==> config.mk <==
export PLATFORM = sky130hd
export DESIGN_NAME = mult_datapath
export DESIGN_NICKNAME = d
export VERILOG_FILES = /design/src/rtl/mult_datapath.sv
export SDC_FILE = /design/constraint.sdc
export NUM_CORES = 1
export LEC_CHECK = 0
export CAP_MARGIN = 20
export CELL_PAD_IN_SITES_DETAIL_PLACEMENT = 1
export CELL_PAD_IN_SITES_GLOBAL_PLACEMENT = 2
export CORE_ASPECT_RATIO = 1.75
export CORE_MARGIN = 2
export CORE_UTILIZATION = 31
export CTS_BUF_LIST = sky130_fd_sc_hd__clkbuf_8
export CTS_CLUSTER_DIAMETER = 200
export DETAILED_ROUTE_END_ITERATION = 10
export PLACE_DENSITY_LB_ADDON = 0.1
export SYNTH_ARGS = -nofsm -noshare
export SYNTH_HDL_FRONTEND = slang
export SYNTH_SLANG_ARGS = --single-unit
==> constraint.sdc <==
create_clock -name clk -period 3.2 [get_ports clk]
set_input_delay 0.64 -clock clk [delete_from_list [all_inputs] [get_ports clk]]
set_output_delay 0.64 -clock clk [all_outputs]
set_load 0.005 [all_outputs]
==> src/rtl/mult_datapath.sv <==
// Shift-add multiplier datapath: (2N+1)-bit accumulator plus shift counter,
// sequenced by load/sh/ad from the multiplier control FSM.
module mult_datapath #(
  parameter int unsigned N = 4
) (
  input  logic           clk,
  input  logic           rst,
  input  logic           load,
  input  logic           sh,
  input  logic           ad,
  input  logic [N-1:0]   mcand,
  input  logic [N-1:0]   mplier,
  output logic           m,
  output logic           k,
  output logic [2*N-1:0] product
);

  localparam int unsigned AW = 2 * N + 1;
  localparam int unsigned CW = (N > 2) ? $clog2(N) : 1;
  localparam logic [CW-1:0] CNT_LAST = CW'(N - 1);

  logic [AW-1:0] acc;
  logic [CW-1:0] cnt;
  logic [N:0]    sum;
  logic [CW-1:0] cnt_inc;

  // Upper-half add with the carry landing in the extra accumulator bit
  always_comb begin
    sum     = {1'b0, acc[2*N-1:N]} + {1'b0, mcand};
    cnt_inc = (cnt == CNT_LAST) ? '0 : cnt + CW'(1);
  end

  always_ff @(posedge clk or posedge rst) begin
    if (rst) begin
      acc <= '0;
      cnt <= '0;
    end else if (load) begin
      acc <= {(N + 1)'(0), mplier};
      cnt <= '0;
    end else if (ad && sh) begin
      // Add then shift in one cycle: the carry drops into the top of the upper half
      acc <= {1'b0, sum, acc[N-1:1]};
      cnt <= cnt_inc;
    end else if (ad) begin
      acc <= {sum, acc[N-1:0]};
    end else if (sh) begin
      acc <= {1'b0, acc[AW-1:1]};
      cnt <= cnt_inc;
    end
  end

  assign m       = acc[0];
  assign k       = (cnt == CNT_LAST);
  assign product = acc[2*N-1:0];

endmodule

* Word level (Yosys, flattened, before mapping)
Index checks and enable logic that the tools add are counted. W data, S select, Z words.
Word-level totals: bits in registers 11, input bits 13, output and inout port bits 10, logic and storage cells 20
Cells by class: add/sub/neg operators 2, equal/unequal tests 2, multiplexer cells 9, reduce and logical (&&, ||, !) cells 4
Operator list (number):
- $mux W9 | 4
- $mux W2 | 5
- $add A4 B4 Y5 | 1
- $reduce_bool A4 Y1 | 1
- $ne A3 B2 Y1 const B | 1
- $reduce_bool A3 Y1 | 1
- $add A2 B1 Y2 const B | 1
- $eq A2 B2 Y1 const B | 1
- $reduce_and A2 Y1 | 1
- $logic_and A1 B1 Y1 | 1

* Longest topological paths before layout
Gate-level depths: netlist (run 1).
word-level depth 6, depth in mapped cells 6, mapped depth without buffers 6

* Least setup slack after synthesis (run 1)
No wires, ideal clock.
path type in2reg, start point in mcand[0], end point reg acc[5], setup time 118 ps, arrival 1965 ps, required time 3082 ps, setup slack 1117 ps, cell stages on the path 5, path buffers 0, cell sequence ha_1 fa_1 xor2_1 mux4_1 nor2b_1
Between the ends: longest elaborated chain between the ends 4
Ends and longest elaborated chain:
- start, declared | line 11 | input logic [N-1:0] mcand,
- $add A4 B4 Y5 (*) | line 29 | sum = {1'b0, acc[2*N-1:N]} + {1'b0, mcand};
- $mux W9 | line 44 | end else if (ad) begin
- $mux W9 (*) | line 40 | end else if (ad && sh) begin
- $mux W9 (*) | line 37 | end else if (load) begin
- end signal, assigned | line 38 | acc <= {(N + 1)'(0), mplier};
- end signal, assigned | line 42 | acc <= {1'b0, sum, acc[N-1:1]};
- end signal, assigned | line 45 | acc <= {sum, acc[N-1:0]};
- end, declared | line 22 | logic [AW-1:0] acc;
Every way passes the cells marked *; elsewhere a longest branch is shown, timed or not. The select of a mux whose other input is x is not followed. A chain may end at the register's enable or synchronous reset.

* Worst setup path after layout (run 1)
Same ends and word-level chain as after synthesis.

==> impl_metrics.env, run 1 <==
export IMPL_row_count=23
export IMPL_num_antenna_cells=0
export IMPL_final_cell_mix="clkdlybuf4s50_1 (22), dfrtp_1 (11), nor2_1 (6), mux2i_1 (6)"
export IMPL_worst_slew_pin_transition_ps=528
export IMPL_async_flop_share=1.00
export IMPL_antenna_found_initial=0
export IMPL_cp_required_ps=3300
export IMPL_gp_congestion=0.676
export IMPL_setup_ws_ps=846
export IMPL_die_x_um=41.6
export IMPL_finalHoldViolations=0
export IMPL_grt_usage=0.132
export IMPL_dp_cells=111
export IMPL_whs_ps=535
export IMPL_die_area_um2=2910
export IMPL_ctsHoldBuffers=0
export IMPL_synth_area_um2=768
export IMPL_wl_mm=1.64
export IMPL_post_drt_wl_per_cell_um=14.2
export IMPL_crit_type="in2reg"
export IMPL_grt_pass1_wl_mm=2.93
export IMPL_grt_overflow_total=0
export IMPL_vias=593
export IMPL_pre_cts_ws_ps=581
export IMPL_post_cts_buffers=0
export IMPL_area_growth_pct=28.5
export IMPL_finalSetupViolations=0
export IMPL_synthCells=75
export IMPL_firstDrtPassIters=4
export IMPL_relSlewSlack=0.647
export IMPL_yosysSeqAreaShare=0.358
export IMPL_yosysTopAreaCell="dfrtp_1"
export IMPL_crit_fanout=2
export IMPL_ant_nets=0
export IMPL_r2r_cells=5
export IMPL_clkTransAtPathRegs_ps=50
export IMPL_drive_gt1_frac=0.0667
export IMPL_start_util=0.330
export IMPL_hold_path_class="reg2reg"
export IMPL_power_per_cell_area_nw_per_um2=422
export IMPL_cts_resized=0
export IMPL_tns_ps=0
export IMPL_drc_errors=0
export IMPL_io_pins=23
export IMPL_die_h_um=69.9
export IMPL_clock_path_buffers=2
export IMPL_clock_latency_ps=240
export IMPL_end_kind="flop"
export IMPL_cts_root_buffer="clkbuf_8"
export IMPL_synth_top_cell_area_share=0.358
export IMPL_slowest_stage="mux4_1"
export IMPL_fmax_mhz=425
export IMPL_skew_ps=2.49
export IMPL_clkSinkCount=11
export IMPL_viasPerCell=5.16
export IMPL_grt_pass1_vias=649
export IMPL_synth_seq_cells=11
export IMPL_portBuffers=22
export IMPL_max_vdd_ir_drop_mv=0.161
export IMPL_n_fill_cell=268
export IMPL_yosysWarnings=0
export IMPL_p_leak_uw=0.000456
export IMPL_fin_util=0.424
export IMPL_synth_nets=94
export IMPL_cpPeakStageDelay_ps=470
export IMPL_stdcell_count=115
export IMPL_cp_start_kind="input port"
export IMPL_final_nets=110
export IMPL_drt_iter0_markers=4
export IMPL_core_area_um2=2330
export IMPL_htree_levels=1
export IMPL_rsz0062_at_grt="false"
export IMPL_cp_cell_sequence="clkdlybuf4s50_1, ha_1, fa_1, xor2_1, mux4_1, nor2b_1"
export IMPL_cts_tree="built"
export IMPL_status="finished, final reports clean"
export IMPL_grt_max_degree=17
export IMPL_synth_distinct_cells=27
export IMPL_maxSlewViolCount=0
export IMPL_synth_edf_count=0
export IMPL_syn_area_per_cell_um2=10.2
export IMPL_final_common_cell="clkdlybuf4s50_1"
export IMPL_hpwl_mm=1.32
export IMPL_drv_cap=0
export IMPL_fin_crit_ps=2350
export IMPL_netlist_top_cells_area="dfrtp_1 (36%), ha_1 (8.1%), mux2i_1 (7.8%)"
export IMPL_numCtsBuffers=3
export IMPL_hold_depth=2
export IMPL_synth_top_flop_cell="dfrtp_1"
export IMPL_worstPathArrival_ps=2450
export IMPL_finalCritPeriodShare=0.736
## metal layers
layer,global-route usage,vias to the layer above,part of all wire
li1,-,293,-
met1,0.141,278,0.41
met2,0.226,18,0.52
met3,0.0233,4,0.039
met4,0.0968,0,0.035
met5,0,-,0
## worst max-delay path: cells and delay by family
family / cells / cell delay, ps
buffers and inverters: 1 / 410
adders and majority gates: 2 / 640
and+or+nand+nor: 1 / 140
xor gates and xnor gates: 1 / 170
muxes: 1 / 470
## final timing paths
check	start	to	slack (ps)
setup reg to reg	acc[4]	acc[5]	1270
hold / removal	cnt[1]	cnt[1]	530
max in group asynchronous	rst	acc[7]	2200
setup / recovery	mcand[0]	acc[5]	850
hold reg to reg	cnt[1]	cnt[1]	530
min in group asynchronous	rst	cnt[0]	700
## Yosys cell counts (2+ instances only)
| master | number |
|---|---|
| dfrtp_1 | 11 |
| buf_4 | 8 |
| mux2i_1 | 6 |
| nor2_1 | 6 |
| ha_1 | 5 |
| nand2_1 | 5 |
| a211oi_1 | 4 |
| o21ai_0 | 4 |
| nor2b_1 | 3 |
| a2111oi_0 | 2 |
| a21o_1 | 2 |
| a21oi_1 | 2 |
| buf_2 | 2 |
| inv_1 | 2 |
## report_power, final
part	leakage (uW)	internal (uW)	switching [uW]
Clock	0.0000269	84.0	49.6
Combinational	0.000288	68.3	49.9
Sequential	0.000142	153	11.9
Total	0.000456	305	111
## registers in the layout (all words and copies together) (netlist names)
name,flops
acc,9
cnt,2
## stage by stage
step / area, um2 / power, uW
floorplan: 768 / 245
global placement: 942 / 286
detailed placement: 942 / 288
CTS: 987 / 426
global route: 987 / 444
finish: 987 / 417
## kinds of logic (layout without fill, tap and decap cells)
group	after synthesis	in the layout	synth area share
fa+ha+maj	6	6	0.107
buf+inv	15	30	0.125
flops	11	11	0.358
simple gates	15	15	0.0863
xor+xnor	2	2	0.0228
compound gates	19	19	0.187
mux	7	7	0.112
## cell type report
cell class / count / area, um2 / share of cell area
Clock inverter: 1 / 3.75 / 0.00380
Tap cell: 25 / 31.3 / 0.0317
Multi-Input combinational cell: 49 / 397 / 0.402
Sequential cell: 11 / 275 / 0.279
Clock buffer: 3 / 41.3 / 0.0418
Inverter: 3 / 11.3 / 0.0114
Timing Repair Buffer: 23 / 228 / 0.231
No activity file was read; power rests on OpenSTA's default activity.
==> inputs of run 2 (changes only) <==
--- a/config.mk
+++ b/config.mk
@@ -10,7 +10,7 @@
 export CELL_PAD_IN_SITES_GLOBAL_PLACEMENT = 2
 export CORE_ASPECT_RATIO = 1.75
 export CORE_MARGIN = 2
-export CORE_UTILIZATION = 31
+export CORE_UTILIZATION = 29
 export CTS_BUF_LIST = sky130_fd_sc_hd__clkbuf_8
 export CTS_CLUSTER_DIAMETER = 200
 export DETAILED_ROUTE_END_ITERATION = 10
==> constraint.sdc (replaced) <==
create_clock -name clk -period 2.3 [get_ports clk]
set_input_delay 0.46 -clock clk [delete_from_list [all_inputs] [get_ports clk]]
set_output_delay 0.46 -clock clk [all_outputs]
set_load 0.005 [all_outputs]
==> run 2 against run 1 <==
Compared with the run above:
- utilization fell by 1.8 points
- register-to-register slack lost 880 ps
- total power grew 40%
- design area grew 2.4%
- setup slack got worse by 710 ps
- clock skew about the same
- cell count increased by 3.5%
- sequential power increased by 39%
- combinational power increased by 44%
- critical path type unchanged
==> impl_metrics.env, run 2 (synthesis gave the netlist of run 1 again) <==
export IMPL_status="finished, final reports clean"
export IMPL_ctsHoldBuffers=0
export IMPL_clock_path_buffers=2
export IMPL_cp_required_ps=2420
export IMPL_crit_type="in2reg"
export IMPL_cp_start_kind="input port"
export IMPL_rsz0062_at_grt="false"
export IMPL_vias=608
export IMPL_cts_resized=0
export IMPL_finalCritPeriodShare=0.940
export IMPL_cts_root_buffer="clkbuf_8"
export IMPL_fin_crit_ps=2160
export IMPL_clock_latency_ps=240
export IMPL_top_regs="acc x9, cnt x2"
export IMPL_die_area_um2=3090
export IMPL_post_cts_buffers=0
export IMPL_final_nets=113
export IMPL_grt_pass1_vias=675
export IMPL_worstPathArrival_ps=2280
export IMPL_core_area_um2=2490
export IMPL_stdcell_count=119
export IMPL_final_common_cell="clkdlybuf4s50_1"
export IMPL_fmax_mhz=463
export IMPL_drt_iter0_markers=10
export IMPL_post_drt_wl_per_cell_um=14.7
export IMPL_clkTransAtPathRegs_ps=50
export IMPL_viasPerCell=5.11
export IMPL_grt_pass1_wl_mm=3.01
export IMPL_largest_reg_flops=9
export IMPL_relSlewSlack=0.720
export IMPL_portBuffers=22
export IMPL_drive_gt1_frac=0.0968
export IMPL_final_cell_mix="clkdlybuf4s50_1 (22), dfrtp_1 (11), nor2_1 (6), mux2i_1 (6)"
export IMPL_die_h_um=72.1
export IMPL_drc_errors=0
export IMPL_row_count=24
export IMPL_top_register="acc"
export IMPL_fin_util=0.406
export IMPL_gp_congestion=0.709
export IMPL_drv_cap=0
export IMPL_cts_tree="built"
export IMPL_start_util=0.308
export IMPL_worst_slew_pin_transition_ps=419
export IMPL_num_antenna_cells=0
export IMPL_max_vdd_ir_drop_mv=0.207
export IMPL_numCtsBuffers=3
export IMPL_ant_nets=0
export IMPL_power_per_cell_area_nw_per_um2=578
export IMPL_finalSetupViolations=0
export IMPL_dp_cells=115
export IMPL_antenna_found_initial=0
export IMPL_maxSlewViolCount=0
export IMPL_crit_fanout=2
export IMPL_grt_overflow_total=0
export IMPL_htree_levels=1
export IMPL_io_pins=23
export IMPL_grt_usage=0.131
export IMPL_skew_ps=2.86
export IMPL_wl_mm=1.75
export IMPL_firstDrtPassIters=4
export IMPL_hold_path_class="in2async"
export IMPL_finalHoldViolations=0
export IMPL_power_total_uw=585
export IMPL_hpwl_mm=1.42
export IMPL_p_leak_uw=0.000471
export IMPL_grt_max_degree=16
export IMPL_clkSinkCount=11
export IMPL_end_kind="flop"
export IMPL_die_x_um=42.9
export IMPL_area_growth_pct=31.6
[run 2: cell count changes in the layout (fill, tap and decap cells not counted)]
| cell | previous run | this run |
|---|---|---|
| buf_4 | 1 | 4 |
[run 2: cell type report]
| type | instances | area, um2 |
|---|---|---|
| clock buffer | 3 | 41.3 |
| inverter | 3 | 11.3 |
| sequential | 11 | 275 |
| clock inverter | 1 | 3.75 |
| fill | 296 | 1480 |
| multi-input combinational | 49 | 397 |
| tap | 26 | 32.5 |
| timing repair buffer | 26 | 250 |
[run 2: worst max-delay path: stages]
cell,delay [ps]
clkdlybuf4s50_1,410
ha_1,240
fa_1,410
xor2_1,170
mux4_1,460
nor2b_1,140
[run 2: metrics by stage]
step | setup TNS [ps] | cell area (um2) | setup slack [ps] | hold slack, ps
finish | 0 | 1010 | 138 | 517
global route | 0 | 1010 | 59.6 | 575
CTS | 0 | 1010 | 127 | 533
detailed placement | -224 | 966 | -120 | 543
global placement | -74.8 | 966 | -74.8 | 510
floorplan | 0 | 768 | 397 | 312
[run 2: worst paths after layout]
kind,startpoint,end,slack (ps),depth (start not counted)
setup / recovery,mcand[0],acc[5],140,6
hold / removal,rst,acc[5],520,2
setup reg to reg,acc[4],acc[5],390,5
hold reg to reg,cnt[1],cnt[1],540,2
max in group asynchronous,rst,acc[0],1490,2
min in group clk,cnt[1],cnt[1],540,2
[run 2: report_power, final]
| part | switching (uW) | internal, uW | total (uW) |
|---|---|---|---|
| combinational | 71.8 | 98.4 | 170 |
| clock | 68.5 | 117 | 185 |
| sequential | 16.8 | 213 | 229 |
[run 2: per-layer routing]
metal	GRT usage	vias to the layer above	share of wire
met2	0.242	16	0.54
met4	0.0938	0	0.024
met1	0.134	289	0.40
li1	-	299	-
met3	0.00746	4	0.032
met5	0	-	0
